[config.mk]
export PLATFORM = sky130hd
export DESIGN_NAME = simon_seq_engine
export DESIGN_NICKNAME = d
export VERILOG_FILES = /design/src/rtl/simon_seq_engine_pkg.sv /design/src/rtl/simon_lfsr.sv /design/src/rtl/simon_seq_engine.sv
export SDC_FILE = /design/constraint.sdc
export NUM_CORES = 1
export LEC_CHECK = 0
export ABC_AREA = 1
export BUFFER_PORTS_ARGS = -buffer_cell sky130_fd_sc_hd__buf_4
export CORE_AREA = 2 2 143 145
export DETAILED_ROUTE_END_ITERATION = 6
export DIE_AREA = 0 0 145 147
export SLEW_MARGIN = 20
export SYNTH_ARGS = -nofsm -noshare
export SYNTH_HDL_FRONTEND = slang
export SYNTH_SLANG_ARGS = --single-unit
[constraint.sdc]
create_clock -name clk -period 2.5 [get_ports clk]
set_input_delay 0 -clock clk [delete_from_list [all_inputs] [get_ports clk]]
set_output_delay 0 -clock clk [all_outputs]
set_load 0.01 [all_outputs]
[src/rtl/simon_seq_engine_pkg.sv]
// Shared types and constants for the Simon sequence engine.
package simon_seq_engine_pkg;

  typedef enum logic [2:0] {
    IDLE, LATCH, ADD, SHOW_ON, SHOW_OFF, INPUT, WIN, FAIL
  } simon_state_t;

  typedef enum logic {
    MODE_FOLLOW, MODE_COMMAND
  } game_mode_t;

  localparam logic [15:0] LFSR_DEFAULT_SEED = 16'hACE1;

  // Fibonacci step, taps 16,14,13,11
  function automatic logic [15:0] lfsr_next(input logic [15:0] s);
    return {s[14:0], s[15] ^ s[13] ^ s[12] ^ s[10]};
  endfunction

endpackage

[src/rtl/simon_lfsr.sv]
// Free-running 16-bit LFSR with seed load and colour
// reduction into the range 0..NUM_COLORS-1.
module simon_lfsr
  import simon_seq_engine_pkg::*;
#(
  parameter int NUM_COLORS = 4,
  localparam int COLOR_W = $clog2(NUM_COLORS)
) (
  input  logic               clk,
  input  logic               rst,
  input  logic               load,
  input  logic [15:0]        seed,
  output logic [COLOR_W-1:0] color
);

  logic [15:0]        lfsr;
  logic [COLOR_W-1:0] raw;

  always_ff @(posedge clk or posedge rst) begin
    if (rst)
      lfsr <= LFSR_DEFAULT_SEED;
    else if (load)
      lfsr <= (seed == '0) ? LFSR_DEFAULT_SEED : seed;
    else
      lfsr <= lfsr_next(lfsr);
  end

  assign raw = lfsr[COLOR_W-1:0];

  // raw < 2*NUM_COLORS, so a single subtraction folds it in range
  assign color = (int'(raw) >= NUM_COLORS)
               ? COLOR_W'(int'(raw) - NUM_COLORS)
               : raw;

endmodule

[src/rtl/simon_seq_engine.sv]
// Simon/Genius game engine: sequence storage, playback timing,
// player checking and scoring for a generic colour count.
module simon_seq_engine
  import simon_seq_engine_pkg::*;
#(
  parameter int NUM_COLORS     = 4,
  parameter int MAX_LEN        = 32,
  parameter int FAST_CYCLES    = 25,
  parameter int SLOW_CYCLES    = 50,
  parameter int TIMEOUT_CYCLES = 500,
  localparam int COLOR_W = $clog2(NUM_COLORS),
  localparam int SCORE_W = $clog2(MAX_LEN + 1)
) (
  input  logic                  clk,
  input  logic                  rst,
  input  logic                  start,
  input  logic                  mode,
  input  logic                  speed,
  input  logic [1:0]            level,
  input  logic [15:0]           seed,
  input  logic                  btn_valid,
  input  logic [COLOR_W-1:0]    btn_color,
  output logic [NUM_COLORS-1:0] led,
  output logic                  busy,
  output logic [SCORE_W-1:0]    score,
  output logic                  win,
  output logic                  fail
);

  localparam int IDX_W = $clog2(MAX_LEN);
  localparam int PH_MAX =
    (FAST_CYCLES > SLOW_CYCLES) ? FAST_CYCLES : SLOW_CYCLES;
  localparam int CNT_MAX =
    (TIMEOUT_CYCLES > PH_MAX) ? TIMEOUT_CYCLES : PH_MAX;
  localparam int CNT_W = $clog2(CNT_MAX + 1);

  simon_state_t       state, state_n;
  game_mode_t         mode_q;
  logic               speed_q;
  logic [SCORE_W-1:0] target, len;
  logic [IDX_W-1:0]   idx;
  logic [CNT_W-1:0]   cnt, phase_last;
  logic [COLOR_W-1:0] mem [MAX_LEN];
  logic [COLOR_W-1:0] gen_color, add_color;
  logic               phase_done, to_done;
  logic               color_ok, hit, last, add_take;

  function automatic logic [SCORE_W-1:0] target_of(
    input logic [1:0] lv
  );
    int t;
    t = (lv == 2'b11) ? MAX_LEN : (8 << lv);
    if (t > MAX_LEN) t = MAX_LEN;
    return SCORE_W'(t);
  endfunction

  simon_lfsr #(.NUM_COLORS(NUM_COLORS)) u_lfsr (
    .clk   (clk),
    .rst   (rst),
    .load  (state == LATCH),
    .seed  (seed),
    .color (gen_color)
  );

  assign phase_last = speed_q ? CNT_W'(FAST_CYCLES - 1)
                              : CNT_W'(SLOW_CYCLES - 1);
  assign phase_done = (cnt == phase_last);
  assign to_done    = (cnt == CNT_W'(TIMEOUT_CYCLES - 1));
  assign color_ok   = (int'(btn_color) < NUM_COLORS);
  assign hit        = color_ok && (btn_color == mem[idx]);
  assign last       = (SCORE_W'(idx) + 1'b1 == len);
  assign add_take   = (mode_q == MODE_COMMAND)
                    ? (btn_valid && color_ok) : 1'b1;
  assign add_color  = (mode_q == MODE_COMMAND) ? btn_color : gen_color;
  assign busy       = (state != IDLE);

  always_comb begin
    state_n = state;
    unique case (state)
      IDLE:     if (start) state_n = LATCH;
      LATCH:    state_n = ADD;
      ADD:      if (add_take) state_n = SHOW_ON;
      SHOW_ON:  if (phase_done) state_n = SHOW_OFF;
      SHOW_OFF: if (phase_done) state_n = last ? INPUT : SHOW_ON;
      INPUT: begin
        // a press on the expiry cycle takes priority over the timeout
        if (btn_valid) begin
          if (!hit)              state_n = FAIL;
          else if (!last)        state_n = INPUT;
          else if (len == target) state_n = WIN;
          else                   state_n = ADD;
        end else if (to_done) begin
          state_n = FAIL;
        end
      end
      WIN, FAIL: if (phase_done) state_n = IDLE;
      default:  state_n = IDLE;
    endcase
  end

  always_comb begin
    led = '0;
    unique case (state)
      SHOW_ON:   led = NUM_COLORS'(1) << mem[idx];
      WIN, FAIL: led = '1;
      default:   led = '0;
    endcase
  end

  always_ff @(posedge clk or posedge rst) begin
    if (rst) state <= IDLE;
    else     state <= state_n;
  end

  always_ff @(posedge clk) begin
    if (state == ADD && add_take)
      mem[len[IDX_W-1:0]] <= add_color;
  end

  always_ff @(posedge clk or posedge rst) begin
    if (rst) begin
      mode_q  <= MODE_FOLLOW;
      speed_q <= 1'b0;
      target  <= '0;
      len     <= '0;
      idx     <= '0;
      cnt     <= '0;
      score   <= '0;
      win     <= 1'b0;
      fail    <= 1'b0;
    end else begin
      if (state_n != state || (state == INPUT && btn_valid))
        cnt <= '0;
      else
        cnt <= cnt + 1'b1;
      unique case (state)
        LATCH: begin
          mode_q  <= mode ? MODE_COMMAND : MODE_FOLLOW;
          speed_q <= speed;
          target  <= target_of(level);
          len     <= '0;
          score   <= '0;
          win     <= 1'b0;
          fail    <= 1'b0;
        end
        ADD: if (add_take) begin
          len <= len + 1'b1;
          idx <= '0;
        end
        SHOW_OFF: if (phase_done) idx <= last ? '0 : idx + 1'b1;
        INPUT: if (btn_valid && hit) begin
          if (!last)
            idx <= idx + 1'b1;
          else if (score != SCORE_W'(MAX_LEN))
            score <= score + 1'b1;
        end
        default: ;
      endcase
      if (state_n == WIN && state != WIN)   win  <= 1'b1;
      if (state_n == FAIL && state != FAIL) fail <= 1'b1;
    end
  end

endmodule

==> impl_metrics.ini <==
[status]
status = complete, no violations

[routing]
drt_pass1_iterations = 5
antenna_left = 0
drc = 0
viasPerCell = 4.68
drt_iter0_drc = 299
vias = 4731
drt-total-wl_um = 14400
wl_per_cell_um = 14.2

[yosys]
syn_nets = 673
synth.cell_area_um2 = 5810
synth.distinct_cells = 42
yosysSeqAreaShare_pct = 55.7
yosys.area.top_type = edfxtp_1
synth_warnings = 0
ys_top_cells_by_area = edfxtp_1, dfrtp_1, nand2_1
yosysTopAreaCellShare_pct = 33.1
synth-seq-cells = 116
synth_cells = 639
syn_avg_cell_area_um2 = 9.09

[global_route]
grt_pass1_vias = 4534
grt_max_degree = 36
track_usage_pct = 13.1
gr-total-overflow = 0
grt_first_pass_wirelength_um = 22300
grt_antenna_before_repair = 0

[layout]
layout.nets = 761
drive_gt1_share_pct = 24.5
fillers = 1959
layout.cells.non_filler = 1010
syn2layout_area_growth_pct = 30.9
diodes = 0

[floorplan]
die_x_um = 145
initial_core_util_pct = 29.3
die_area_um2 = 21300
fp.coreArea_um2 = 19800
boundaryPins = 39
placementRows = 52
die_height_um = 147

[worst_setup_path]
path_class = reg2reg
crit_top_cell = nand2_2
crit-reg2reg-capture = cnt[7]$_DFF_PP0_
cp_top_family = simple AND/OR/NAND/NOR gates
arrival_ns = 2.76
critPathLaunchType = flop
reg2reg_from = idx[0]$_DFFE_PP0P_
worstPathRequired_ns = 2.85
max_stage_delay_ns = 0.42
worst_path_max_delay_cell = dfrtp_2
r2r_setup_slack_ns = 0.1
critPathLaunch = idx[0]$_DFFE_PP0P_
r2r_cells = 20
cp_num_buf_inv = 2
path_depth = 20
end_kind = flop
crit_fanout = 5
crit_path_cell_trace = buf_12 > buf_12 > nand2_1 > nand3_2 > nand3_2 > nand2_2 > nand2_2 > nand2_2 > nand2_2 > nand2_2 > nor2_2 > nor2_2 > nand2_2 > nand2_4 > nand3_2 > nand2_2 > nand2_2 > nand2_4 > nand3_4 > nor2_2

[min_path]
worstHoldStart = btn_valid
hold_end = state[1]$_DFF_PP0_
hold_depth = 4
hold_path.class = in2reg

[power]
p_per_area_nw_per_um2 = 597
power_leakage_nw = 3.06
finalPower_w = 0.00454
max-vdd-ir-drop_mv = 0.541

[sta]
setup-violations-final = 0
skew_ns = 0.00826
hold_viol_final = 0
relSlewSlack_pct = 51.1
final_max_slew_viol_count = 0
fin_crit_ns = 2.40
timing.final.crit_share_pct = 96.1
worstMarginPinSlew_ns = 0.733
fmax_mhz = 416
layout_setup_ws_ns = 0.0973

[cts]
cts_num_sinks = 116
cts_buffers = 17
cts_buffer_depth = 2
clkTransAtPathRegs_ns = 0.05
h-tree-depth = 4
tritoncts = done
clock_latency_ns = 0.42
root_buffer = clkbuf_16

[placed_design]
place.gp.congestion = 0.860
numPortBuffers = 38
numPlacedInstances = 944
place_hpwl_um = 9110
place_ws_ns = 0.0894

[job]
maxCapViolCount = 0
## per-layer routing
metal,global-route usage [%],routed length [µm],vias up
li1,-,-,2312
met1,16.6,6200,2216
met2,21.8,7080,183
met3,3.70,883,20
met4,4.50,217,0
met5,0,0,-
## sequential cells by signal, summed over array words and instances (netlist names)
register	cells
fail	1
len	6
target	3
mem	64
mode_q	1
idx	5
cnt	9
speed_q	1
win	1
state	3
u_lfsr.lfsr	16
score	6
## cell type report
type	instances	area, µm²	area share (%)
Clock buffer	24	504	6.63
Clock inverter	8	72.6	0.954
Inverter	55	233	3.06
Multi-Input combinational cell	451	2450	32.2
Sequential cell	116	3240	42.5
Tap cell	270	338	4.44
Timing Repair Buffer	85	761	10.0
Timing Repair inverter	1	11.3	0.148
## cells by family after synthesis
logic type / synth area share [%]
compound gates: 5.90
xor+xnor: 2.87
fa+ha+maj: 1.72
buf+inv: 5.97
flops: 55.7
simple gates: 27.9
## worst reg2reg max path, stage by stage (launching register included)
cell     delay [ns]
dfrtp_2        0.42
buf_12         0.18
buf_12         0.13
nand2_1        0.07
nand3_2        0.08
nand3_2        0.06
nand2_2        0.08
nand2_2        0.06
nand2_2        0.09
nand2_2        0.06
nand2_2        0.09
nor2_2         0.05
nor2_2         0.10
nand2_2        0.09
nand2_4        0.10
nand3_2        0.10
nand2_2        0.12
nand2_2        0.08
nand2_4        0.10
nand3_4        0.14
nor2_2         0.13
## worst max path at each step
stage	slack (ns)	endpoint
2_1_floorplan	0.31	mem[0][1]$_DFFE_PP_
3_3_place_gp	0.13	cnt[4]$_DFF_PP0_
3_5_place_dp	0.09	cnt[8]$_DFF_PP0_
4_1_cts	0.08	cnt[5]$_DFF_PP0_
5_1_grt	-0.09	cnt[7]$_DFF_PP0_
6_report	0.1	cnt[7]$_DFF_PP0_
## Yosys cell counts (all sizes together)
library cell,instances
o21ai,24
xnor2,9
a21oi,12
nand4,5
buf,13
o21a,1
nor4b,1
inv,53
nand2,186
nor3,8
o2111ai,1
ha,8
or2,2
dfstp,8
a211oi,2
o31ai,6
clkbuf,6
nor2,74
nand3b,1
a2bb2oi,7
a31oi,1
a2111oi,1
edfxtp,64
xor2,10
nand3,86
dfrtp,44
clkinv,2
nor4,4
## placed cells by master, fill, tap and decap left out, types with 8 or more instances in the layout
cell type	synthesis	final
dfstp_2	8	8
nor2_2	11	11
inv_1	50	49
edfxtp_1	64	64
dfrtp_1	44	42
nand2_1	178	157
nand2_2	7	27
buf_4	3	57
clkbuf_16	0	21
xnor2_1	9	9
a21oi_1	11	10
nor2_1	62	61
nand3_2	2	24
nand3_1	83	62
dlygate4sd3_1	0	22
xor2_1	10	10
o21ai_0	23	22
## stage by stage
stage / instance area [µm²] / util [%] / hold WS (ns) / setup TNS [ns]
floorplan: 5810 / - / 0.107 / 0
global placement: 6440 / 32.4 / 0.0507 / 0
detailed placement: 6440 / 32.4 / 0.0455 / 0
CTS: 7240 / 36.5 / 0.0427 / 0
global route: 7600 / 38.3 / 0.0682 / -0.402
finish: 7600 / 38.3 / 0.0716 / 0
## where the power goes
group | switching, W | internal (W)
Clock | 0.000838 | 0.00150
Combinational | 0.0000878 | 0.0000757
Sequential | 0.00000607 | 0.00203
## timing repair
action                                 in CTS  in global routing
buffers inserted                            0                  7
hold buffers                               22                  0
setup endpoints to repair                   0                 20
endpoints found under the hold margin      42                  0
resized for setup                           0                 57
Power figures use the tool's default switching activity.
